<file path="config.mk">
export PLATFORM = sky130hd
export DESIGN_NAME = name_scroller
export DESIGN_NICKNAME = d
export VERILOG_FILES = /design/src/rtl/name_scroller.sv
export SDC_FILE = /design/constraint.sdc
export NUM_CORES = 1
export LEC_CHECK = 0
export BUFFER_PORTS_ARGS = -buffer_cell sky130_fd_sc_hd__buf_2
export CAP_MARGIN = 15
export CORE_ASPECT_RATIO = 2
export CORE_MARGIN = 4
export CORE_UTILIZATION = 35
export DETAILED_ROUTE_END_ITERATION = 10
export GPL_ROUTABILITY_DRIVEN = 0
export PLACE_DENSITY_LB_ADDON = 0.3
export SLEW_MARGIN = 10
export SYNTH_ARGS = -nofsm -noshare
export SYNTH_HDL_FRONTEND = slang
export SYNTH_SLANG_ARGS = --single-unit
</file>
<file path="constraint.sdc">
create_clock -name clk -period 2.4 [get_ports clk]
set_input_delay 0.12 -clock clk [delete_from_list [all_inputs] [get_ports clk]]
set_output_delay 0.12 -clock clk [all_outputs]
set_load 0.005 [all_outputs]
</file>
<file path="src/rtl/name_scroller.sv">
// Name sequencer: steps a character index through the current name, blanks for a
// hold period between names, and supports pause plus a debounced-by-edge skip button.
module name_scroller #(
    parameter int TICK_DIV   = 1000000,
    parameter int HOLD_TICKS = 2
) (
    input  logic       clk,
    input  logic       rst_n,
    input  logic [4:0] limit,
    input  logic       pause,
    input  logic       next_btn,
    output logic [2:0] name,
    output logic [4:0] char_idx,
    output logic       blank,
    output logic       name_done
);

    localparam int PW = $clog2(TICK_DIV);
    localparam int HW = (HOLD_TICKS > 1) ? $clog2(HOLD_TICKS) : 1;
    localparam logic [PW-1:0] PRESC_MAX = PW'(TICK_DIV - 1);
    localparam logic [HW-1:0] HOLD_MAX  = HW'(HOLD_TICKS - 1);

    typedef enum logic [1:0] {
        ST_RUN    = 2'd0,
        ST_HOLD   = 2'd1,
        ST_PAUSED = 2'd2
    } state_t;

    state_t        state;
    logic [PW-1:0] presc;
    logic [HW-1:0] hold_cnt;
    logic          btn_s1;
    logic          btn_s2;
    logic          btn_q;
    logic          btn_edge;
    logic          tick;

    // The prescaler may sit at its terminal value while paused, so tick is gated.
    assign tick     = (state != ST_PAUSED) && (presc == PRESC_MAX);
    assign btn_edge = btn_s2 & ~btn_q;

    always_ff @(posedge clk or negedge rst_n) begin
        if (!rst_n) begin
            btn_s1 <= 1'b0;
            btn_s2 <= 1'b0;
            btn_q  <= 1'b0;
        end else begin
            btn_s1 <= next_btn;
            btn_s2 <= btn_s1;
            btn_q  <= btn_s2;
        end
    end

    always_ff @(posedge clk or negedge rst_n) begin
        if (!rst_n) begin
            state     <= ST_RUN;
            presc     <= '0;
            hold_cnt  <= '0;
            name      <= 3'd0;
            char_idx  <= 5'd0;
            blank     <= 1'b0;
            name_done <= 1'b0;
        end else begin
            name_done <= 1'b0;
            if (btn_edge) begin
                // Button overrides any pending tick or hold in progress.
                name      <= name + 3'd1;
                char_idx  <= 5'd0;
                blank     <= 1'b0;
                name_done <= 1'b1;
                presc     <= '0;
                hold_cnt  <= '0;
                state     <= pause ? ST_PAUSED : ST_RUN;
            end else begin
                case (state)
                    ST_RUN: begin
                        presc <= tick ? '0 : presc + 1'b1;
                        if (tick) begin
                            if (char_idx < limit) begin
                                char_idx <= char_idx + 5'd1;
                            end else begin
                                state    <= ST_HOLD;
                                blank    <= 1'b1;
                                hold_cnt <= '0;
                            end
                        end else if (pause) begin
                            state <= ST_PAUSED;
                        end
                    end
                    ST_HOLD: begin
                        presc <= tick ? '0 : presc + 1'b1;
                        if (tick) begin
                            if (hold_cnt == HOLD_MAX) begin
                                name      <= name + 3'd1;
                                char_idx  <= 5'd0;
                                blank     <= 1'b0;
                                name_done <= 1'b1;
                                hold_cnt  <= '0;
                                state     <= ST_RUN;
                            end else begin
                                hold_cnt <= hold_cnt + 1'b1;
                            end
                        end
                    end
                    ST_PAUSED: begin
                        if (!pause) begin
                            state <= ST_RUN;
                        end
                    end
                    default: begin
                        state <= ST_RUN;
                    end
                endcase
            end
        end
    end

endmodule

</file>
# [Word level (Yosys, flattened, before mapping)]
# Cells that the tools add are included.
# W data, S select, Z words.
[op_classes] n_addsub=4 n_lt_le_gt_ge=1 eq_ne=12 mux=38 n_bitwise=2 n_reduce_logical=13
[op_table] operator="$mux W20" n=3
[op_table] operator="$mux W5" n=5
[op_table] operator="$add A20 B1 Y20 const B" n=1
[op_table] operator="$eq A20 B20 Y1 const B" n=1
[op_table] operator="$ne A3 B3 Y1 const B" n=6
[op_table] operator="$mux W2" n=8
[op_table] operator="$reduce_and A5 Y1" n=3
[op_table] operator="$mux W1" n=14
[op_table] operator="$mux W3" n=4
[op_table] operator="$pmux W5 S2" n=1
[op_table] operator="$ne A4 B4 Y1 const B" n=2
[op_table] operator="$reduce_bool A2 Y1" n=4
[op_table] operator="$pmux W2 S3" n=1
[op_table] operator="$add A5 B1 Y5 const B" n=1
[op_table] operator="$lt A5 B5 Y1" n=1
[op_table] operator="$pmux W1 S2" n=2
[op_table] operator="$reduce_and A4 Y1" n=1
[op_table] operator="$add A3 B1 Y3 const B" n=1
[op_table] operator="$reduce_and A3 Y1" n=1
[op_table] operator="$reduce_bool A3 Y1" n=1
[op_table] operator="$eq A2 B1 Y1 const B" n=1
[op_table] operator="$eq A2 B2 Y1 const B" n=1
[op_table] operator="$logic_not A2 Y1" n=1
[op_table] operator="$ne A2 B2 Y1 const B" n=1
[op_table] operator="other kinds (5)" n=5
[word_totals] regBits=36 elab_cells=80

# [Depth between registers and ports, before layout]
[depth] ltp_word=5 depth_mapped=8 depth_no_buf=8

# [Least setup slack after synthesis]
# Ideal clock, no wire load.
[synth_timing] path_type="reg2reg" start="register presc[10]" end="register char_idx[1]" setup_time_ps=78 t_arrival_ps=2040 t_required_ps=2322 path_slack_ps=283 stages_incl_launch_ff=8 n_path_buf=1 period_less_slack_ps=2117 cell_sequence="dfrtp_1 -> nand2b_1 -> or4_4 -> buf_6 -> nor3_4 -> a21bo_4 -> or3b_1 -> a21oi_1"
[synth_via] elab_chain_len=4 word_cells_on_any_way=5
[synth_rtl] item="start: declaration" line_no="30" rtl="logic [PW-1:0] presc;"
[synth_rtl] item="start signal: assignment" line_no="77" rtl="presc <= tick ? '0 : presc + 1'b1;"
[synth_rtl] item="start signal: assignment" line_no="91" rtl="presc <= tick ? '0 : presc + 1'b1;"
[synth_rtl] item="$eq A20 B20 Y1 *" line_no="39" rtl="assign tick = (state != ST_PAUSED) && (presc == PRESC_MAX);"
[synth_rtl] item="$logic_and A1 B1 Y1 *" line_no="39"
[synth_rtl] item="$ne A3 B3 Y1 (no source line)"
[synth_rtl] item="$reduce_and A5 Y1 (no source line) *"
[synth_rtl] item="end signal: assignment" line_no="80" rtl="char_idx <= char_idx + 5'd1;"
[synth_rtl] item="end: declaration" line_no="13" rtl="output logic [4:0] char_idx,"
# Mark *: on every way between the ends. The rest lies on a longest branch, timed or not.
# A chain may end at the register's enable or synchronous reset.

# [Worst setup path after layout]
[layout_timing] start="register char_idx[2]" end="register state[1]"
[layout_via] elab_chain_len=3
[layout_rtl] item="$lt A5 B5 Y1" line_no="79" rtl="if (char_idx < limit) begin"
[layout_rtl] item="$ne A4 B4 Y1 (no source line)"
[layout_rtl] item="$reduce_and A5 Y1 (no source line)"
[layout_rtl] item="end signal: assignment" line_no="73" rtl="state <= pause ? ST_PAUSED : ST_RUN;"
[layout_rtl] item="end: declaration" line_no="29" rtl="state_t state;"
# Every way passes these cells.

==> metrics.cfg <==
[setup_path]
worst_ep_arrival_time_ps=2370
r2r_cells=7
r2r_slack_ps=240
cpLargestDelayFamily=simple AND/OR/NAND/NOR gates
slowest_delay_ps=540
path_cells=ha_1 -> a21o_1 -> a31oi_1 -> o21ai_1 -> or4_4 -> nand3_1 -> mux2i_1
cp_max_fo=6
critPathCaptureType=flip-flop
r2r-start=char_idx[2]
cp-start-kind=flip-flop
critPathKind=flip-flop to flip-flop
r2r-end=state[1]
cp_slowest_cell=or4_4
crit_required_ps=2610
cp_num_buf_inv=0

[place]
dp_hpwl_um=3324
port_buffers=18

[detailed_routing]
dr_total_vias=1599
firstDrtPassIters=4
vias_per_cell=5.384
drt.antenna.violating_nets=0
drt-wirelength-per-cell_um=14.80
finalWirelength_um=4397
drt_iter0_drc=71
drc=0

[floorplanning]
io_pins=19
dieArea_sq_um=6848
initial_core_util=0.3598
coreArea_sq_um=5373
die_h_um=113.1
die_w_um=60.55
row_count=38

[timing]
slew_headroom=0.4524
clock_skew_ps=4.856
drv_slew=0
whs_ps=179.4
period_minus_slack_ps=2157
finalSetupViolCount=0
setup_tns_ps=0
rsz0062_at_grt=false
hold_violations=0
timing.final.crit_share=0.8988
max_freq_mhz=463.6
tightestPinTransition_ps=821.5

[synth]
ys_warn_count=0
syn-cell-area_sq_um=1933
synth.distinct_cells=43
synth_edf_count=0
synth_seq_area_share=0.4660
netlist_instances=199
ys_ff_latch=36
synth_area_per_cell_sq_um=9.714
synth_flop_cell=dfrtp_1
async_flop_share=1.000
synth_fp_nets=215

[min_path]
holdPathStages=3
hold_class=input pin to flip-flop
whs_endpoint=state[1]
hold_start=pause

[global_routing]
track_usage=0.1440
grt_pass1_vias=1690
grt_max_degree=37
grt_pass1_wl_um=7465
overflow=0
antenna_found_initial=0

[final_layout]
multi_input_area_sq_um=975.9
fillers=545
nNetsFinal=252
drive_gt1_frac=0.1983
antenna-diode-count=0
seqCellArea_sq_um=900.9
areaGrowthSynthToFinish_pct=18.90

[outcome]
status=finished clean

[cts]
clkTransAtPathRegs_ps=70
clock_sinks=36
root_buffer=clkbuf_8
insertion_delay_ps=280
h-tree-depth=2
cts_tree=built
cts_buffers=5
clockBufferDepth=2

[run]
maxCapViolCount=0

[power_and_ir_drop]
swShare=0.2906
seqPwrFrac=0.524
p_sw_mw=0.4206
p_comb_frac=0.167
clkPwrFrac=0.310
power.leakage_nw=1.052
p_per_area_nw_per_um2=629.8
internal_power_mw=1.027
ir_worst_vdd_mv=0.5105

worst min-delay path, stage by stage:
cell and delay [ps]:
buf_2 120, a21oi_1 70, mux2i_1 110
layout make-up:
| type | count | share of cell area |
|---|---|---|
| multi-input cells | 149 | 0.4246 |
| well taps | 60 | 0.03266 |
| flip-flops and latches | 36 | 0.3919 |
| clock buffers | 8 | 0.03919 |
| repair buffers | 35 | 0.09690 |
| inverters | 9 | 0.01470 |
power by group through the flow:
stage                     Clock (mW)  Sequential [mW]  Combinational, mW
after floorplan                    0            0.738              0.178
after global placement             0            0.768              0.239
after detailed placement           0            0.771              0.243
after CTS                      0.465            0.758              0.248
after global routing           0.494            0.771              0.282
final                          0.448            0.758              0.241
synthesized netlist by cell type (2+ instances only):
cell / instances / area, sq um
a31oi_1: 2 / 12.51
nand2b_1: 5 / 31.28
nor2b_1: 5 / 31.28
nor2_1: 23 / 86.33
or3_1: 3 / 18.77
ha_1: 7 / 87.58
o21ai_0: 4 / 20.02
o21ai_1: 3 / 15.01
a21o_1: 2 / 15.01
nand3_1: 12 / 60.06
and4_1: 2 / 17.52
and3_1: 3 / 18.77
xor2_1: 9 / 78.83
o211ai_1: 5 / 37.54
xnor2_1: 8 / 70.07
nand2_1: 16 / 60.06
inv_1: 9 / 33.78
o31ai_1: 4 / 30.03
clkbuf_1: 3 / 11.26
a211oi_1: 2 / 15.01
a21oi_1: 11 / 55.05
nand4_1: 5 / 31.28
dfrtp_1: 36 / 900.9
metal layers:
metal	global-route usage	vias up	share of wire
met1	0.1397	777	0.36
met4	0.08394	0	0.035
met2	0.2645	34	0.56
met3	0.02740	11	0.036
met5	0	-	0
li1	-	777	-
cells in the final DEF (no fill, tap or decap), drive strengths merged, types with 7 or more instances in the layout:
| master | netlist | routed |
|---|---|---|
| dfrtp | 36 | 36 |
| buf | 2 | 33 |
| nor2 | 23 | 23 |
| nand2 | 16 | 16 |
| nand3 | 12 | 12 |
| a21oi | 11 | 11 |
| inv | 9 | 9 |
| xor2 | 9 | 9 |
| xnor2 | 8 | 8 |
| clkbuf | 3 | 8 |
| ha | 7 | 7 |
| o21ai | 7 | 7 |
kinds of logic after synthesis:
family,share of synthesized area
and+or+nand+nor,0.2265
DFF,0.4660
adders and majority gates,0.04531
AOI/OAI and AO/OA,0.1430
buffers and inverters,0.03106
xor gates and xnor gates,0.07703
muxes,0.01100
state kept, by name, indices dropped and copies added, names as in the netlist:
register,count
btn_s2,1
blank,1
btn_s1,1
hold_cnt,1
state,2
btn_q,1
presc,20
name,3
name_done,1
char_idx,5
through the flow:
| step | utilization | setup slack (ps) | area (sq um) | power, mW | instances |
|---|---|---|---|---|---|
| final | 0.4278 | 242.9 | 2298 | 1.448 | 297 |
| after global routing | 0.4278 | 38.36 | 2298 | 1.547 | 297 |
| after CTS | 0.4271 | 71.53 | 2295 | 1.471 | 297 |
| after detailed placement | 0.4066 | 105.9 | 2185 | 1.013 | 287 |
| after global placement | 0.4066 | 154.4 | 2185 | 1.006 | 287 |
| after floorplan | - | 282.7 | 1933 | 0.9163 | 199 |
worst max-delay path by stage:
stage	slack, ps	cells past startpoint	from	endpoint
detailed placement	110	7	char_idx[2]	state[1]
global route	40	7	char_idx[2]	state[1]
global placement	150	7	char_idx[2]	state[1]
CTS	70	7	char_idx[2]	state[1]
floorplan	280	7	presc[10]	char_idx[1]
finish	240	7	char_idx[2]	state[1]
what timing repair did:
item / in CTS / in global routing
resized for setup: 0 / 2
setup endpoints to repair: 0 / 3
hold buffers: 2 / 0
endpoints found under the hold margin: 37 / 0
setup buffers: 0 / 0
Note: power is estimated with default switching activity, not from simulation.
